<file path="config.mk">
export PLATFORM = sky130hd
export DESIGN_NAME = pipe_hazard_ctrl
export DESIGN_NICKNAME = d
export VERILOG_FILES = /design/src/rtl/pipe_hazard_ctrl_pkg.sv /design/src/rtl/pipe_hazard_ctrl_hazard_detect.sv /design/src/rtl/pipe_hazard_ctrl.sv
export SDC_FILE = /design/constraint.sdc
export NUM_CORES = 1
export LEC_CHECK = 0
export ABC_AREA = 1
export BUFFER_PORTS_ARGS = -buffer_cell sky130_fd_sc_hd__buf_2
export CAP_MARGIN = 20
export CORE_MARGIN = 2
export CORE_UTILIZATION = 40
export DETAILED_ROUTE_END_ITERATION = 6
export GPL_TIMING_DRIVEN = 0
export PLACE_DENSITY = 0.82
export RECOVER_POWER = 100
export REMOVE_ABC_BUFFERS = 1
export SLEW_MARGIN = 15
export SYNTH_ARGS = -nofsm -noshare
export SYNTH_HDL_FRONTEND = slang
export SYNTH_SLANG_ARGS = --single-unit
</file>
<file path="constraint.sdc">
create_clock -name clk -period 1.45 [get_ports clk]
set_input_delay 0.0725 -clock clk [delete_from_list [all_inputs] [get_ports clk]]
set_output_delay 0.0725 -clock clk [all_outputs]
set_load 0.05 [all_outputs]
</file>
<file path="src/rtl/pipe_hazard_ctrl_pkg.sv">
// Shared definitions for the pipeline hazard controller: state encodings,
// the default memory timeout and the pipeline nop constants.
package pipe_hazard_ctrl_pkg;

    typedef enum logic [1:0] {
        CTRL_RUN  = 2'd0,
        CTRL_WAIT = 2'd1,
        CTRL_HALT = 2'd2
    } ctrl_state_e;

    localparam int MEM_TIMEOUT_DEF = 64;

    // addi x0, x0, 0
    localparam logic [31:0] NOP_INSTR = 32'h0000_0013;

endpackage

</file>
<file path="src/rtl/pipe_hazard_ctrl_hazard_detect.sv">
// Combinational load-use comparator between the decode sources and the
// destination register of a load in execute.
module pipe_hazard_ctrl_hazard_detect #(
    parameter int REG_W = 5
) (
    input  logic [REG_W-1:0] rs1,
    input  logic [REG_W-1:0] rs2,
    input  logic             use_rs1,
    input  logic             use_rs2,
    input  logic [REG_W-1:0] rd,
    input  logic             is_load,
    output logic             load_use
);

    // x0 is never a real dependency
    assign load_use = is_load && (rd != '0) &&
                      ((use_rs1 && (rs1 == rd)) || (use_rs2 && (rs2 == rd)));

endmodule

</file>
<file path="src/rtl/pipe_hazard_ctrl.sv">
// Central stall/bubble controller for the 5-stage core with a RUN/WAIT/HALT FSM.
// Optional performance counters are built when PIPE_CTRL_PERF_EN is defined.
module pipe_hazard_ctrl
    import pipe_hazard_ctrl_pkg::*;
#(
    parameter int MEM_TIMEOUT = MEM_TIMEOUT_DEF,
    parameter int REG_W       = 5
) (
    input  logic             clk,
    input  logic             rst,
    input  logic [REG_W-1:0] dec_i_rs1,
    input  logic [REG_W-1:0] dec_i_rs2,
    input  logic             dec_i_use_rs1,
    input  logic             dec_i_use_rs2,
    input  logic [REG_W-1:0] exe_i_rd,
    input  logic             exe_i_is_load,
    input  logic             exe_i_mispredict,
    input  logic             mem_i_req,
    input  logic             mem_i_ready,
    input  logic             wb_i_ebreak,
    output logic             ctrl_o_regF_stall,
    output logic             ctrl_o_regD_stall,
    output logic             ctrl_o_regD_bubble,
    output logic             ctrl_o_regE_stall,
    output logic             ctrl_o_regE_bubble,
    output logic             ctrl_o_regM_stall,
    output logic             ctrl_o_regW_bubble,
    output logic             ctrl_o_halt,
    output logic             ctrl_o_timeout,
    output logic [31:0]      perf_o_stall_cycles,
    output logic [31:0]      perf_o_flushes,
    output logic [31:0]      perf_o_load_use
);

    localparam int CNT_W = $clog2(MEM_TIMEOUT + 1);
    localparam logic [CNT_W-1:0] CNT_LAST = CNT_W'(MEM_TIMEOUT - 1);
    localparam logic [CNT_W-1:0] CNT_MAX  = CNT_W'(MEM_TIMEOUT);

    ctrl_state_e      state, state_nxt;
    logic [CNT_W-1:0] cnt, cnt_nxt;
    logic             timeout_q, timeout_nxt;
    logic             load_use, mem_stall;
    logic             act_flush, act_load_use;

    pipe_hazard_ctrl_hazard_detect #(.REG_W(REG_W)) u_hazard_detect (
        .rs1      (dec_i_rs1),
        .rs2      (dec_i_rs2),
        .use_rs1  (dec_i_use_rs1),
        .use_rs2  (dec_i_use_rs2),
        .rd       (exe_i_rd),
        .is_load  (exe_i_is_load),
        .load_use (load_use)
    );

    assign mem_stall = mem_i_req && !mem_i_ready;

    always_ff @(posedge clk) begin
        if (rst) begin
            state     <= CTRL_RUN;
            cnt       <= '0;
            timeout_q <= 1'b0;
        end else begin
            state     <= state_nxt;
            cnt       <= cnt_nxt;
            timeout_q <= timeout_nxt;
        end
    end

    // A dropped request while waiting counts as completion.
    always_comb begin
        state_nxt   = state;
        cnt_nxt     = cnt;
        timeout_nxt = timeout_q;
        case (state)
            CTRL_RUN: begin
                if (wb_i_ebreak) begin
                    state_nxt = CTRL_HALT;
                end else if (mem_stall) begin
                    state_nxt = CTRL_WAIT;
                    cnt_nxt   = CNT_W'(1);
                end
            end
            CTRL_WAIT: begin
                if (wb_i_ebreak) begin
                    state_nxt = CTRL_HALT;
                end else if (!mem_stall) begin
                    state_nxt = CTRL_RUN;
                    cnt_nxt   = '0;
                end else if (cnt >= CNT_LAST) begin
                    state_nxt   = CTRL_HALT;
                    timeout_nxt = 1'b1;
                end else if (cnt != CNT_MAX) begin
                    cnt_nxt = cnt + 1'b1;
                end
            end
            CTRL_HALT: begin
                state_nxt = CTRL_HALT;
            end
            default: begin
                state_nxt = CTRL_RUN;
                cnt_nxt   = '0;
            end
        endcase
    end

    always_comb begin
        ctrl_o_regF_stall  = 1'b0;
        ctrl_o_regD_stall  = 1'b0;
        ctrl_o_regD_bubble = 1'b0;
        ctrl_o_regE_stall  = 1'b0;
        ctrl_o_regE_bubble = 1'b0;
        ctrl_o_regM_stall  = 1'b0;
        ctrl_o_regW_bubble = 1'b0;
        act_flush          = 1'b0;
        act_load_use       = 1'b0;
        if (state == CTRL_HALT || mem_stall) begin
            ctrl_o_regF_stall  = 1'b1;
            ctrl_o_regD_stall  = 1'b1;
            ctrl_o_regE_stall  = 1'b1;
            ctrl_o_regM_stall  = 1'b1;
            ctrl_o_regW_bubble = 1'b1;
        end else if (exe_i_mispredict) begin
            ctrl_o_regD_bubble = 1'b1;
            ctrl_o_regE_bubble = 1'b1;
            act_flush          = 1'b1;
        end else if (load_use) begin
            ctrl_o_regF_stall  = 1'b1;
            ctrl_o_regD_stall  = 1'b1;
            ctrl_o_regE_bubble = 1'b1;
            act_load_use       = 1'b1;
        end
    end

    assign ctrl_o_halt    = (state == CTRL_HALT);
    assign ctrl_o_timeout = timeout_q;

`ifdef PIPE_CTRL_PERF_EN
    always_ff @(posedge clk) begin
        if (rst) begin
            perf_o_stall_cycles <= '0;
            perf_o_flushes      <= '0;
            perf_o_load_use     <= '0;
        end else if (state != CTRL_HALT) begin
            if (ctrl_o_regF_stall) perf_o_stall_cycles <= perf_o_stall_cycles + 32'd1;
            if (act_flush)         perf_o_flushes      <= perf_o_flushes + 32'd1;
            if (act_load_use)      perf_o_load_use     <= perf_o_load_use + 32'd1;
        end
    end
`else
    assign perf_o_stall_cycles = '0;
    assign perf_o_flushes      = '0;
    assign perf_o_load_use     = '0;
`endif

endmodule

</file>
==> results_dict.tcl, run 1 <==
set metrics [dict create \
    cp_max_fo 6 \
    synth_area_leaders "buf_4, dfxtp_1, nand2_1" \
    vdd_drop_max_v 0.000495 \
    status "finished clean" \
    vias 1213 \
    p_leak_uw 0.000879 \
    crit_path_cell_trace "inv_2 > nor2_2 > inv_1 > nand2_1 > nor2_1 > buf_2" \
    post_drt_wl_per_cell_um 7.58 \
    drtPass1Iterations 4 \
    antenna_cells 0 \
    drtIter0Drc 29 \
    worst_hold_slack_ps 122 \
    critPathCaptureType "output port" \
    power.density_nw_per_um2 946 \
    io_pins 129 \
    post-dp-hpwl_mm 2.07 \
    core.rowCount 23 \
    die_w_um 67.5 \
    areaGrowthSynthToFinish_pct -6.13 \
    cp-start-kind "flop" \
    final_util_pct 38.4 \
    drive_above_1_share_pct 19.9 \
    numPortBuffers 32 \
    dp_cells 319 \
    netlist_area_um2 1610 \
    max_stage_delay_ps 310 \
    synth_seq_area_share_pct 12.4 \
    grt_max_degree 10 \
    ys_types 21 \
    antenna_found_initial 0 \
    crit_type "reg -> out" \
    r2r_start "cnt[0]" \
    grt_overflow 0 \
    clk_latency_ps 240 \
    clk_path_buf_depth 2 \
    dieArea_um2 4560 \
    numCtsBuffers 3 \
    fp.dieH_um 67.5 \
    track_usage_pct 9.02 \
    viasPerCell 3.77 \
    fin_skew_ps 0.478 \
    hp-class "in -> reg" \
    synth_warnings 0 \
    p_seq_share_pct 21.1 \
    final_nets 300 \
    min-delay-start "rst" \
    syn_inst 242 \
    drv_slew 0 \
    ys_seq_elements 10 \
    fin_crit_sh_pct 94.0 \
    finalSetupViolations 0 \
    drc_errors 0 \
    hold_violations 0 \
    cp_slowest_cell "dfxtp_1" \
    tritoncts "built" \
    grt_pass1_vias 838 \
    required_ps 1380 \
    initial_utilization_pct 40.9 \
    wirelength_mm 2.44 \
    final_cells 322 \
    root_buffer "clkbuf_8" \
    reg2reg_depth 9 \
    hold_end "cnt[0]" \
    clock-sinks 10 \
    slew-limit-headroom_pct 60.5 \
    synth_top_area_share_pct 46.1 \
    arrival_ps 1290 \
    clk_pin_slew_ps 50 \
    power_uw 1430 \
    clock.fmax_ghz 0.734 \
    yosysTopAreaCell "buf_4" \
    r2r_end "cnt[3]" \
    tightestPinTransition_ps 596 \
    avgSynthCellArea_um2 6.66 \
    core_area_um2 3940 \
    gp_congestion 0.843 \
    cts_hold_buf 0 \
    grt_first_pass_wirelength_mm 3.20 \
    layout_min_cycle_time_ps 1360 \
    cellInternalPower_uw 564 \
    p_comb_share_pct 58.4 \
    maxCapViolCount 0 \
    switchingPower_uw 869 \
    switching_share_pct 60.7 \
    r2r_setup_slack_ps 140 \
    detail-route-antenna-nets 0 \
    clkPwrFrac_pct 20.4 \
    h-tree-depth 1 \
    hold_depth 2 \
]
## worst max-delay path by stage
stage                        start            endpoint  slack, ps  cells past startpoint
final                     state[1]  ctrl_o_regD_bubble         90                      6
after global routing      state[1]   ctrl_o_regF_stall         -9                      7
after CTS                 state[1]   ctrl_o_regD_stall        -10                      7
after detailed placement    cnt[0]              cnt[1]         50                      9
after global placement      cnt[0]              cnt[3]         90                      9
after floorplan           state[1]  ctrl_o_regE_bubble      -1800                      7
## stage by stage
stage	instance area, µm²	setup slack (ps)	setup TNS (ps)
floorplan	1220	-1800	-8850
global placement	1450	89.4	0
detailed placement	1450	53.2	0
CTS	1490	-11.4	-22.1
global route	1510	-9.24	-18.8
finish	1510	87.7	0
## cell usage after synthesis
cell / count
nand4_1: 4
inv_2: 3
ha_1: 2
xor2_1: 3
nand3_1: 17
a21oi_2: 4
clkbuf_1: 1
nand2_2: 3
buf_4: 99
inv_1: 24
dfxtp_1: 10
a22oi_4: 1
nand2_4: 2
nand2_1: 29
conb_1: 1
o21ai_0: 7
a21oi_1: 6
nor2_1: 22
nand3_4: 1
nor2_4: 2
nor3_1: 1
## power by group through the flow
stage	clock network, µW	registers (µW)	logic (µW)
after global routing	313	304	888
after CTS	301	301	827
after detailed placement	0	305	824
final	293	303	837
after floorplan	0	303	740
after global placement	0	305	821
## timing repair
item / in CTS / in global routing
buffers inserted: 0 / 0
endpoints found under the setup margin: 3 / 11
pin swaps: 0 / 0
gates resized for setup: 1 / 10
## layout make-up
| cell class | instances | area, µm² |
|---|---|---|
| Fill cell | 426 | 2430 |
| Clock buffer | 3 | 41.3 |
| Timing Repair Buffer | 32 | 170 |
| Inverter | 27 | 101 |
| Tap cell | 50 | 62.6 |
| Sequential cell | 10 | 203 |
| Multi-Input combinational cell | 200 | 936 |
## metal layers
metal / wire [µm] / global-route usage, % / up-vias
met5: 0 / 0 / -
met4: 30 / 4.59 / 0
met3: 257 / 1.33 / 3
met2: 1240 / 17.6 / 74
met1: 913 / 9.04 / 524
li1: - / - / 612
## worst max-delay path: cells and delay by family, from the launching register on
kind / cells / cell delay, ps
buf+inv: 3 / 450
simple gates: 3 / 290
flops: 1 / 310
## registers in the layout, indices dropped and copies added (netlist names)
name	count
state	2
ctrl_o_timeout	1
cnt	7
## cell usage in the layout (no fill, tap or decap)
| cell | synthesis | final |
|---|---|---|
| conb_1 | 1 | 96 |
| nand2_1 | 29 | 29 |
| buf_2 | 0 | 28 |
| inv_1 | 24 | 24 |
| nor2_1 | 22 | 21 |
| nand3_1 | 17 | 17 |
| dfxtp_1 | 10 | 8 |
| o21ai_0 | 7 | 7 |
| a21oi_1 | 6 | 6 |
| nand4_1 | 4 | 4 |
| a21oi_2 | 4 | 4 |
| inv_2 | 3 | 3 |
| xor2_1 | 3 | 3 |
| nand2_2 | 3 | 3 |
| clkbuf_8 | 0 | 3 |
| nor2_4 | 2 | 2 |
| nand2_4 | 2 | 2 |
| dfxtp_2 | 0 | 2 |
| buf_4 | 99 | 2 |
| nor2_2 | 0 | 1 |
| nor3_1 | 1 | 1 |
| nand3_4 | 1 | 1 |
| a22oi_4 | 1 | 1 |
| ha_1 | 2 | 1 |
| ha_4 | 0 | 1 |
| buf_6 | 0 | 1 |
| clkbuf_1 | 1 | 1 |
## cells by family after synthesis
family,Yosys count,share of synthesized area (%)
flops,10,12.4
compound gates,18,7.52
other cells,1,0.233
simple gates,81,24.0
fa+ha+maj,2,1.55
xor+xnor,3,1.63
buf+inv,127,52.6
No activity file was read; power rests on OpenSTA's default activity.
==> inputs of run 2 (changes only) <==
Settings changed: RECOVER_POWER 100 to not set.
==> run 2 against run 1 <==
  * Non-clock buffer count unchanged
  * Sequential share of layout area is essentially flat
  * Maximum frequency is essentially flat
  * Largest cell class unchanged
==> results_dict.tcl, run 2 (same netlist as run 1, synthesis figures left out) <==
set metrics [dict create \
    status "finished clean" \
    track_usage_pct 9.02 \
    switchingPower_uw 869 \
    detail-route-antenna-nets 0 \
    placed_cell_area_um2 1450 \
    final_nets 300 \
    hold_violations 0 \
    p_leak_uw 0.000884 \
    cp_slowest_cell "dfxtp_1" \
    switching_share_pct 60.7 \
    dieArea_um2 4560 \
    post_cts_resized 1 \
    drv_slew 0 \
    grt_overflow 0 \
    finalSetupViolations 0 \
    power.density_nw_per_um2 946 \
    cp-startpoint "state[1]" \
    pre_cts_slack_ps 53.2 \
    cellInternalPower_uw 564 \
    initial_utilization_pct 40.9 \
    required_ps 1380 \
    post_drt_wl_per_cell_um 7.71 \
    cp_max_fo 6 \
    clk_path_buf_depth 2 \
    post-cts-setup-buffer-count 0 \
    largest_register "cnt" \
    dp_cells 319 \
    clock.fmax_ghz 0.734 \
    min-delay-start "rst" \
    drive_above_1_share_pct 20.2 \
    h-tree-depth 1 \
    maxCapViolCount 0 \
    largest_register_ffs 7 \
    layout_min_cycle_time_ps 1360 \
    drtIter0Drc 27 \
    antenna_found_initial 0 \
    max_stage_delay_ps 310 \
    hp-class "in -> reg" \
    vdd_drop_max_v 0.000499 \
    die_w_um 67.5 \
    cts_hold_buf 0 \
    grt_max_degree 10 \
    mostFrequentLayoutCells "conb_1, nand2_1, buf_2, inv_1, nor2_1" \
    clkPwrFrac_pct 20.4 \
    clk_latency_ps 240 \
    numCtsBuffers 3 \
    root_buffer "clkbuf_8" \
    crit_type "reg -> out" \
    setup_tns_ps 0 \
    io_pins 129 \
    r2r_start "cnt[0]" \
    final_cell_area_um2 1520 \
    viasPerCell 3.78 \
    r2r_end "cnt[4]" \
    cp-start-kind "flop" \
    gp_congestion 0.843 \
    post-dp-hpwl_mm 2.07 \
    p_seq_share_pct 21.2 \
    fin_crit_sh_pct 94.0 \
    grt_first_pass_wirelength_mm 3.20 \
    tritoncts "built" \
    critPathCapture "ctrl_o_regD_bubble" \
    antenna_cells 0 \
    core_area_um2 3940 \
    critPathCaptureType "output port" \
    fin_skew_ps 2.15 \
    fill_cells 425 \
    crit_path_cell_trace "inv_2 > nor2_2 > inv_1 > nand2_1 > nor2_1 > buf_2" \
    p_comb_share_pct 58.5 \
    drtPass1Iterations 4 \
    clock-sinks 10 \
    r2r_setup_slack_ps 120 \
    core.rowCount 23 \
    grt_pass1_vias 838 \
    final_cells 322 \
    clk_pin_slew_ps 50 \
    numPortBuffers 32 \
    wirelength_mm 2.48 \
    reg2reg_depth 9 \
    mostFrequentLayoutCell "conb_1" \
    drc_errors 0 \
    fp.dieH_um 67.5 \
    postLayoutSetupSlackWorst_ps 86.9 \
    arrival_ps 1290 \
    areaGrowthSynthToFinish_pct -6.05 \
    vias 1217 \
]
run 2: cell count changes in the layout (fill, tap and decap cells not counted):
| cell | before | now |
|---|---|---|
| buf_2 | 28 | 29 |
| clkbuf_1 | 1 | 0 |
run 2: power groups by stage:
stage                     Sequential (µW)  Combinational (µW)  Clock [µW]
after floorplan                       303                 740           0
after global routing                  304                 888         313
after CTS                             301                 827         301
after global placement                305                 821           0
after detailed placement              305                 824           0
final                                 303                 838         292
run 2: critical path: cells and delay by family, from the launching register on:
family	cells	cell delay (ps)
buf+inv	3	450
flops	1	310
simple gates	3	290
run 2: how the worst min path moves through the flow:
stage / to / slack [ps] / depth (start not counted)
floorplan: cnt[0] / 130 / 1
global placement: cnt[1] / 370 / 2
detailed placement: cnt[0] / 380 / 2
CTS: cnt[0] / 130 / 2
global route: cnt[1] / 130 / 2
finish: cnt[0] / 120 / 2
run 2: cell type report:
type / instances / area (µm²) / share of cell area, %
repair buffers: 32 / 171 / 11.3
flip-flops and latches: 10 / 203 / 13.4
multi-input cells: 200 / 936 / 61.8
inverters: 27 / 101 / 6.69
clock buffers: 3 / 41.3 / 2.73
well taps: 50 / 62.6 / 4.13
run 2: metrics by stage:
step	hold slack (ps)	util [%]	power, µW
2_1_floorplan	135	-	1040
3_3_place_gp	374	36.7	1130
3_5_place_dp	376	36.7	1130
4_1_cts	126	37.8	1430
5_1_grt	127	38.4	1500
6_report	124	38.4	1430
run 2: layer usage:
metal,vias to the layer above,track usage [%],share of wire [%]
li1,612,-,-
met1,526,9.04,39
met2,76,17.6,50
met3,3,1.33,10
met4,0,4.59,1.2
met5,-,0,0
